`src/rtl/branch_predictor_pkg.sv`:
```
// bp_pkg: shared BTB types, counter encodings and PC field helpers
package bp_pkg;
    localparam int BP_INDEX_BITS = 4;
    localparam int BP_TAG_BITS   = 8;

    typedef enum logic [1:0] {
        BP_SNT = 2'b00,
        BP_WNT = 2'b01,
        BP_WT  = 2'b10,
        BP_ST  = 2'b11
    } bp_ctr_e;

    typedef struct packed {
        logic                   valid;
        logic [BP_TAG_BITS-1:0] tag;
        logic [31:0]            target;
        logic [1:0]             ctr;
    } bp_entry_t;

    localparam bp_entry_t BP_ENTRY_RST = '{valid: 1'b0, tag: '0, target: '0, ctr: BP_WNT};

    function automatic logic [BP_INDEX_BITS-1:0] bp_index(input logic [31:0] pc);
        return pc[BP_INDEX_BITS+1:2];
    endfunction

    function automatic logic [BP_TAG_BITS-1:0] bp_tag(input logic [31:0] pc);
        return pc[BP_INDEX_BITS+BP_TAG_BITS+1:BP_INDEX_BITS+2];
    endfunction
endpackage

```
`src/rtl/branch_predictor_if.sv`:
```
// branch_predictor_if: fetch lookup and decode resolve signals of the predictor
interface branch_predictor_if #(
    parameter int CNT_WIDTH = 16
);
    logic [31:0]          PCF;
    logic                 PredictTakenF;
    logic [31:0]          PredictedTargetF;
    logic                 StallD;
    logic                 FlushD;
    logic                 PredictionD;
    logic [31:0]          PCD;
    logic                 BranchD;
    logic                 BranchTakenD;
    logic [31:0]          BranchTargetD;
    logic                 MispredictD;
    logic [31:0]          RedirectPCD;
    logic [CNT_WIDTH-1:0] MispredictCount;

    modport master (
        output PCF, StallD, FlushD, PCD, BranchD, BranchTakenD, BranchTargetD,
        input  PredictTakenF, PredictedTargetF, PredictionD, MispredictD, RedirectPCD, MispredictCount
    );

    modport slave (
        input  PCF, StallD, FlushD, PCD, BranchD, BranchTakenD, BranchTargetD,
        output PredictTakenF, PredictedTargetF, PredictionD, MispredictD, RedirectPCD, MispredictCount
    );
endinterface

```
`src/rtl/branch_predictor_sat_counter2.sv`:
```
// sat_counter2: next state of a 2-bit saturating taken/not-taken counter
module sat_counter2
    import bp_pkg::*;
(
    input  logic [1:0] ctr,
    input  logic       taken,
    output logic [1:0] ctr_next
);
    // step toward the resolved direction, sticking at the strong ends
    always_comb ctr_next = taken ? ((ctr == BP_ST) ? ctr : ctr + 2'd1)
                                 : ((ctr == BP_SNT) ? ctr : ctr - 2'd1);
endmodule

```
`src/rtl/branch_predictor.sv`:
```
// branch_predictor: direct-mapped BTB lookup in Fetch, training and recovery in Decode
module branch_predictor
    import bp_pkg::*;
#(
    parameter int INDEX_BITS = BP_INDEX_BITS,
    parameter int TAG_BITS   = BP_TAG_BITS,
    parameter int CNT_WIDTH  = 16
) (
    input logic          clk,
    input logic          reset,
    branch_predictor_if.slave bp
);
    localparam int ENTRIES = 1 << INDEX_BITS;

    // flop array so valid/ctr can be reset
    bp_entry_t btb_q [ENTRIES];
    bp_entry_t btb_d [ENTRIES];
    logic                  pred_q, pred_d;
    logic [CNT_WIDTH-1:0]  cnt_q, cnt_d;
    logic [INDEX_BITS-1:0] f_idx, d_idx;
    logic [TAG_BITS-1:0]   f_tag, d_tag;
    bp_entry_t             f_e, d_e, upd_e;
    logic                  d_hit, resolve;
    logic [1:0]            ctr_next;

    assign f_idx = bp_index(bp.PCF);
    assign f_tag = bp_tag(bp.PCF);
    assign d_idx = bp_index(bp.PCD);
    assign d_tag = bp_tag(bp.PCD);
    assign f_e   = btb_q[f_idx];
    assign d_e   = btb_q[d_idx];
    assign d_hit = d_e.valid && (d_e.tag == d_tag);
    assign resolve = bp.BranchD && !bp.StallD;

    assign bp.PredictTakenF    = f_e.valid && (f_e.tag == f_tag) && f_e.ctr[1];
    assign bp.PredictedTargetF = bp.PredictTakenF ? f_e.target : 32'd0;
    assign bp.PredictionD      = pred_q;
    assign bp.MispredictD      = bp.BranchD && (bp.BranchTakenD ^ pred_q);
    assign bp.RedirectPCD      = bp.BranchTakenD ? bp.BranchTargetD : bp.PCD + 32'd4;
    assign bp.MispredictCount  = cnt_q;

    sat_counter2 u_ctr (
        .ctr      (d_e.ctr),
        .taken    (bp.BranchTakenD),
        .ctr_next (ctr_next)
    );

    // train a hit entry, or allocate on a taken miss; not-taken misses leave the table alone
    always_comb begin
        upd_e.valid  = 1'b1;
        upd_e.tag    = d_tag;
        upd_e.target = bp.BranchTakenD ? bp.BranchTargetD : d_e.target;
        upd_e.ctr    = d_hit ? ctr_next : BP_WT;
        btb_d        = btb_q;
        if (resolve && (d_hit || bp.BranchTakenD))
            btb_d[d_idx] = upd_e;
    end

    // F->D prediction pipe (flush beats stall) and saturating mispredict count
    always_comb begin
        pred_d = bp.FlushD ? 1'b0 : (bp.StallD ? pred_q : bp.PredictTakenF);
        cnt_d  = (resolve && bp.MispredictD && !(&cnt_q)) ? cnt_q + 1'b1 : cnt_q;
    end

    // state registers; reset drops any update pending in the same cycle
    always_ff @(posedge clk) begin
        if (!reset) begin
            btb_q  <= '{default: BP_ENTRY_RST};
            pred_q <= 1'b0;
            cnt_q  <= '0;
        end else begin
            btb_q  <= btb_d;
            pred_q <= pred_d;
            cnt_q  <= cnt_d;
        end
    end
endmodule

```
`src/flat_wrapper.sv`:
```
// flat-port wrapper written by rule: the top's interface ports become plain ports
module branch_predictor_flat import bp_pkg::*;
#(
    parameter int INDEX_BITS = BP_INDEX_BITS,
    parameter int TAG_BITS   = BP_TAG_BITS,
    parameter int CNT_WIDTH  = 16
)
  (clk, reset, bp_PCF, bp_StallD, bp_FlushD, bp_PCD, bp_BranchD, bp_BranchTakenD, bp_BranchTargetD, bp_PredictTakenF, bp_PredictedTargetF, bp_PredictionD, bp_MispredictD, bp_RedirectPCD, bp_MispredictCount);
  branch_predictor_if #(.CNT_WIDTH(CNT_WIDTH)) bp_i ();
  input logic clk;
  input logic reset;
  input wire logic [$bits(bp_i.PCF)-1:0] bp_PCF;
  input wire logic [$bits(bp_i.StallD)-1:0] bp_StallD;
  input wire logic [$bits(bp_i.FlushD)-1:0] bp_FlushD;
  input wire logic [$bits(bp_i.PCD)-1:0] bp_PCD;
  input wire logic [$bits(bp_i.BranchD)-1:0] bp_BranchD;
  input wire logic [$bits(bp_i.BranchTakenD)-1:0] bp_BranchTakenD;
  input wire logic [$bits(bp_i.BranchTargetD)-1:0] bp_BranchTargetD;
  output wire logic [$bits(bp_i.PredictTakenF)-1:0] bp_PredictTakenF;
  output wire logic [$bits(bp_i.PredictedTargetF)-1:0] bp_PredictedTargetF;
  output wire logic [$bits(bp_i.PredictionD)-1:0] bp_PredictionD;
  output wire logic [$bits(bp_i.MispredictD)-1:0] bp_MispredictD;
  output wire logic [$bits(bp_i.RedirectPCD)-1:0] bp_RedirectPCD;
  output wire logic [$bits(bp_i.MispredictCount)-1:0] bp_MispredictCount;
  assign bp_i.PCF = bp_PCF;
  assign bp_i.StallD = bp_StallD;
  assign bp_i.FlushD = bp_FlushD;
  assign bp_i.PCD = bp_PCD;
  assign bp_i.BranchD = bp_BranchD;
  assign bp_i.BranchTakenD = bp_BranchTakenD;
  assign bp_i.BranchTargetD = bp_BranchTargetD;
  assign bp_PredictTakenF = bp_i.PredictTakenF;
  assign bp_PredictedTargetF = bp_i.PredictedTargetF;
  assign bp_PredictionD = bp_i.PredictionD;
  assign bp_MispredictD = bp_i.MispredictD;
  assign bp_RedirectPCD = bp_i.RedirectPCD;
  assign bp_MispredictCount = bp_i.MispredictCount;
  branch_predictor #(.INDEX_BITS(INDEX_BITS), .TAG_BITS(TAG_BITS), .CNT_WIDTH(CNT_WIDTH)) u_core (.clk(clk), .reset(reset), .bp(bp_i));
endmodule
```
`config.mk`:
```
export PLATFORM = sky130hd
export DESIGN_NAME = branch_predictor_flat
export DESIGN_NICKNAME = d
export VERILOG_FILES = /design/src/rtl/branch_predictor_pkg.sv /design/src/rtl/branch_predictor_if.sv /design/src/rtl/branch_predictor_sat_counter2.sv /design/src/rtl/branch_predictor.sv /design/src/flat_wrapper.sv
export SDC_FILE = /design/constraint.sdc
export NUM_CORES = 2
export LEC_CHECK = 0
export BUFFER_PORTS_ARGS = -buffer_cell sky130_fd_sc_hd__buf_2
export CAP_MARGIN = 25
export CORE_MARGIN = 2
export CORE_UTILIZATION = 55
export CTS_BUF_LIST = sky130_fd_sc_hd__clkbuf_4 sky130_fd_sc_hd__clkbuf_8
export DETAILED_ROUTE_END_ITERATION = 16
export HOLD_SLACK_MARGIN = 0.06
export PLACE_DENSITY = 0.73
export REMOVE_ABC_BUFFERS = 1
export SYNTH_ARGS = -nofsm -noshare
export SYNTH_HDL_FRONTEND = slang
export SYNTH_SLANG_ARGS = --single-unit
```
`constraint.sdc`:
```
create_clock -name clk -period 19.2 [get_ports clk]
set_input_delay 5.76 -clock clk [delete_from_list [all_inputs] [get_ports clk]]
set_output_delay 5.76 -clock clk [all_outputs]
set_load 0.01 [all_outputs]
```
==> results.sh <==
export IMPL_synth_warnings=0
export IMPL_yosysMostFrequentCell="nand2_1"
export IMPL_drtPass1Iterations=6
export IMPL_setup_viol=0
export IMPL_portBuffers=164
export IMPL_drt_total_wl_mm=106
export IMPL_layout_drive_gt1_share=0.250
export IMPL_end_kind="output port"
export IMPL_die_height_um=265
export IMPL_cts_sinks=705
export IMPL_holdBufCountCts=0
export IMPL_cp_data_arrival_time_ns=9.27
export IMPL_max_freq_mhz=66.5
export IMPL_async_flop_share=0
export IMPL_synth_top_area_share=0.378
export IMPL_synth_xor_area_share=0.0131
export IMPL_holdCritStartpoint="u_core.btb_q[47]"
export IMPL_antenna_found_initial=1
export IMPL_synthSimpleGateAreaFrac=0.112
export IMPL_synth_area_leaders="dfxtp_1 38%, mux4_2 24%, mux2i_1 18%"
export IMPL_p_leak_uw=0.0143
export IMPL_clkLatencyLatePin_ns=0.74
export IMPL_synth_compound_area_frac=0.0167
export IMPL_ys_types=50
export IMPL_cts_buffers=114
export IMPL_setup_worst_path_start="bp_PCD[2]"
export IMPL_postCtsSetupRepairBufs=0
export IMPL_grt_max_degree=207
export IMPL_viasPerCell=6.38
export IMPL_vias=27300
export IMPL_total_power_uw=3140
export IMPL_yosys_area_top_type="dfxtp_1"
export IMPL_critical_path_slowest_cell="nand4_1"
export IMPL_path_clk_slew_ns=0.05
export IMPL_crit_path_start_kind="primary input"
export IMPL_slowest_delay_ns=0.61
export IMPL_final_core_util=0.608
export IMPL_critical_path_class="primary input to output port"
export IMPL_synth_edf_count=0
export IMPL_grt_ovfl_total=0
export IMPL_fin_worst_skew_ns=0.0261
export IMPL_cp_common_cell="nand4_1"
export IMPL_grt_total_usage=0.300
export IMPL_cp_required_ns=13.44
export IMPL_netlist_instances=3305
export IMPL_drt_iter0_drc=2536
export IMPL_seq_power_share=0.469
export IMPL_synth_common_cells="830 x nand2_1, 705 x dfxtp_1, 685 x mux2i_1"
export IMPL_postRouteAntennaNets=0
export IMPL_drc=0
export IMPL_slew_viol_final=0
export IMPL_synth_top_family_by_area="multiplexers"
export IMPL_synth_area_per_cell_um2=11.3
export IMPL_critPathBufInv=2
export IMPL_clockBufferDepth=3
export IMPL_finalInstanceArea_um2=40800
export IMPL_setup_tns_ns=0
export IMPL_place_gp_congestion=0.813
export IMPL_h_tree_depth=3
export IMPL_power_frac_comb=0.068
export IMPL_min_period_ns=15.03
export IMPL_grt_pass1_vias=27900
export IMPL_power_density_nw_per_um2=76.9
export IMPL_dp_slack_ns=4.14
export IMPL_status="complete, no violations"
export IMPL_root_buffer="clkbuf_8"
export IMPL_synthMuxAreaShare=0.430
export IMPL_syn_area_um2=37300
export IMPL_rows=95
export IMPL_pwr_share_clk=0.463
export IMPL_p_switching_uw=771
export IMPL_worst_path_max_fanout=69
export IMPL_r2r_start="u_core.btb_q[469]"
export IMPL_slew_headroom=0.270
export IMPL_area_growth_pct=9.30
export IMPL_tightest_slew_ns=1.09
export IMPL_synth_adder_area_share=0.00221
export IMPL_io_pins=185
export IMPL_place_area_um2=38200
export IMPL_wire_per_inst_um=24.7
export IMPL_finalHoldViolations=0
export IMPL_maxCapViolCount=0
export IMPL_nNetsFinal=3418
export IMPL_netSwitchingFraction=0.246
export IMPL_initial_utilization=0.556
export IMPL_ys_seq_area_frac=0.378
export IMPL_synth_ff_type="dfxtp_1"
export IMPL_critPathTopFamily="simple AND/OR/NAND/NOR gates"
export IMPL_grt_pass1_wl_mm=161
export IMPL_rsz0062_at_grt="false"
export IMPL_cts_tree="done"
export IMPL_fin_ws_ns=4.17
export IMPL_fin_crit_sh=0.783
export IMPL_hold_path_class="flop to flop"
export IMPL_crit_chain="buf_8 > ha_1 > and3_1 > nand4_1 > nor3_1 > nand4_1 > nor2b_1 > xnor2_1 > o21ai_0 > buf_2"
export IMPL_hpwlAfterDp_mm=61.6
export IMPL_ir_worst_vdd_uv=52.6
export IMPL_die_area_um2=70000
export IMPL_core_area_um2=67200
export IMPL_ys_ff_latch=705
export IMPL_cts_resized=0
export IMPL_p_int_uw=2370
export IMPL_die_x_um=265
-- final timing paths --
check / end / slack (ns) / depth (start not counted)
setup / recovery: bp_RedirectPCD[30] / 4.17 / 10
setup reg to reg: u_core.btb_q[481] / 14.80 / 8
hold / removal: u_core.btb_q[47] / 0.46 / 2
hold reg to reg: u_core.btb_q[47] / 0.46 / 2
-- state kept, by name, summed over array words and instances (netlist names) --
signal,cells
u_core.btb_q,688
u_core.bp.PredictionD,1
u_core.bp.MispredictCount,16
-- layout by cell type (no fill, tap or decap), types with 9 or more instances in the layout --
| cell | n |
|---|---|
| mux4_2 | 401 |
| o21ai_0 | 33 |
| nor2_1 | 17 |
| dfxtp_1 | 705 |
| buf_4 | 48 |
| o21a_1 | 14 |
| nand3_1 | 51 |
| xor2_1 | 26 |
| xnor2_1 | 30 |
| and3_1 | 9 |
| clkbuf_4 | 43 |
| nand4_1 | 11 |
| clkbuf_8 | 144 |
| mux2i_1 | 685 |
| buf_2 | 155 |
| a22oi_1 | 12 |
| clkinv_2 | 15 |
| and2_1 | 17 |
| nor2b_1 | 60 |
| nand2_1 | 830 |
| o21ai_4 | 14 |
| inv_1 | 11 |
-- cells by family after synthesis --
| group | after synthesis |
|---|---|
| mux | 1092 |
| simple gates | 1011 |
| flops | 705 |
| buf+inv | 338 |
| compound gates | 96 |
| xor+xnor | 56 |
| fa+ha+maj | 7 |
-- per-layer routing --
layer,vias up,share of wire,GRT usage
li1,11900,-,-
met1,13800,0.39,0.383
met2,1279,0.48,0.502
met3,277,0.082,0.0566
met4,0,0.041,0.125
met5,-,0,0
-- power by group through the flow --
stage	clock, uW	combinational (uW)	sequential, uW
after global placement	0	207	1500
after detailed placement	0	211	1500
final	1450	213	1470
after floorplan	0	85.5	1500
after global routing	1530	225	1470
after CTS	1470	211	1470
-- per-stage QoR --
| stage | hold slack [ns] | instances |
|---|---|---|
| 6_report | 0.464 | 4283 |
| 5_1_grt | 0.487 | 4283 |
| 3_3_place_gp | 0.448 | 4065 |
| 2_1_floorplan | 0.435 | 2980 |
| 4_1_cts | 0.466 | 4281 |
| 3_5_place_dp | 0.455 | 4067 |
-- cell type report --
cell class / count / area (um^2)
Clock buffer: 187 / 2300
Fill cell: 5186 / 26400
Clock inverter: 27 / 299
Inverter: 13 / 48.8
Timing Repair Buffer: 215 / 1360
Multi-Input combinational cell: 2262 / 21600
Antenna cell: 1 / 2.50
Sequential cell: 705 / 14100
Tap cell: 873 / 1090
-- tightest hold or removal path: cells and delay by family (launching register included) --
| family | cells | cell delay, ns |
|---|---|---|
| flops | 1 | 0.31 |
| mux | 1 | 0.05 |
| simple gates | 1 | 0.05 |
Power figures use the tool's default switching activity.
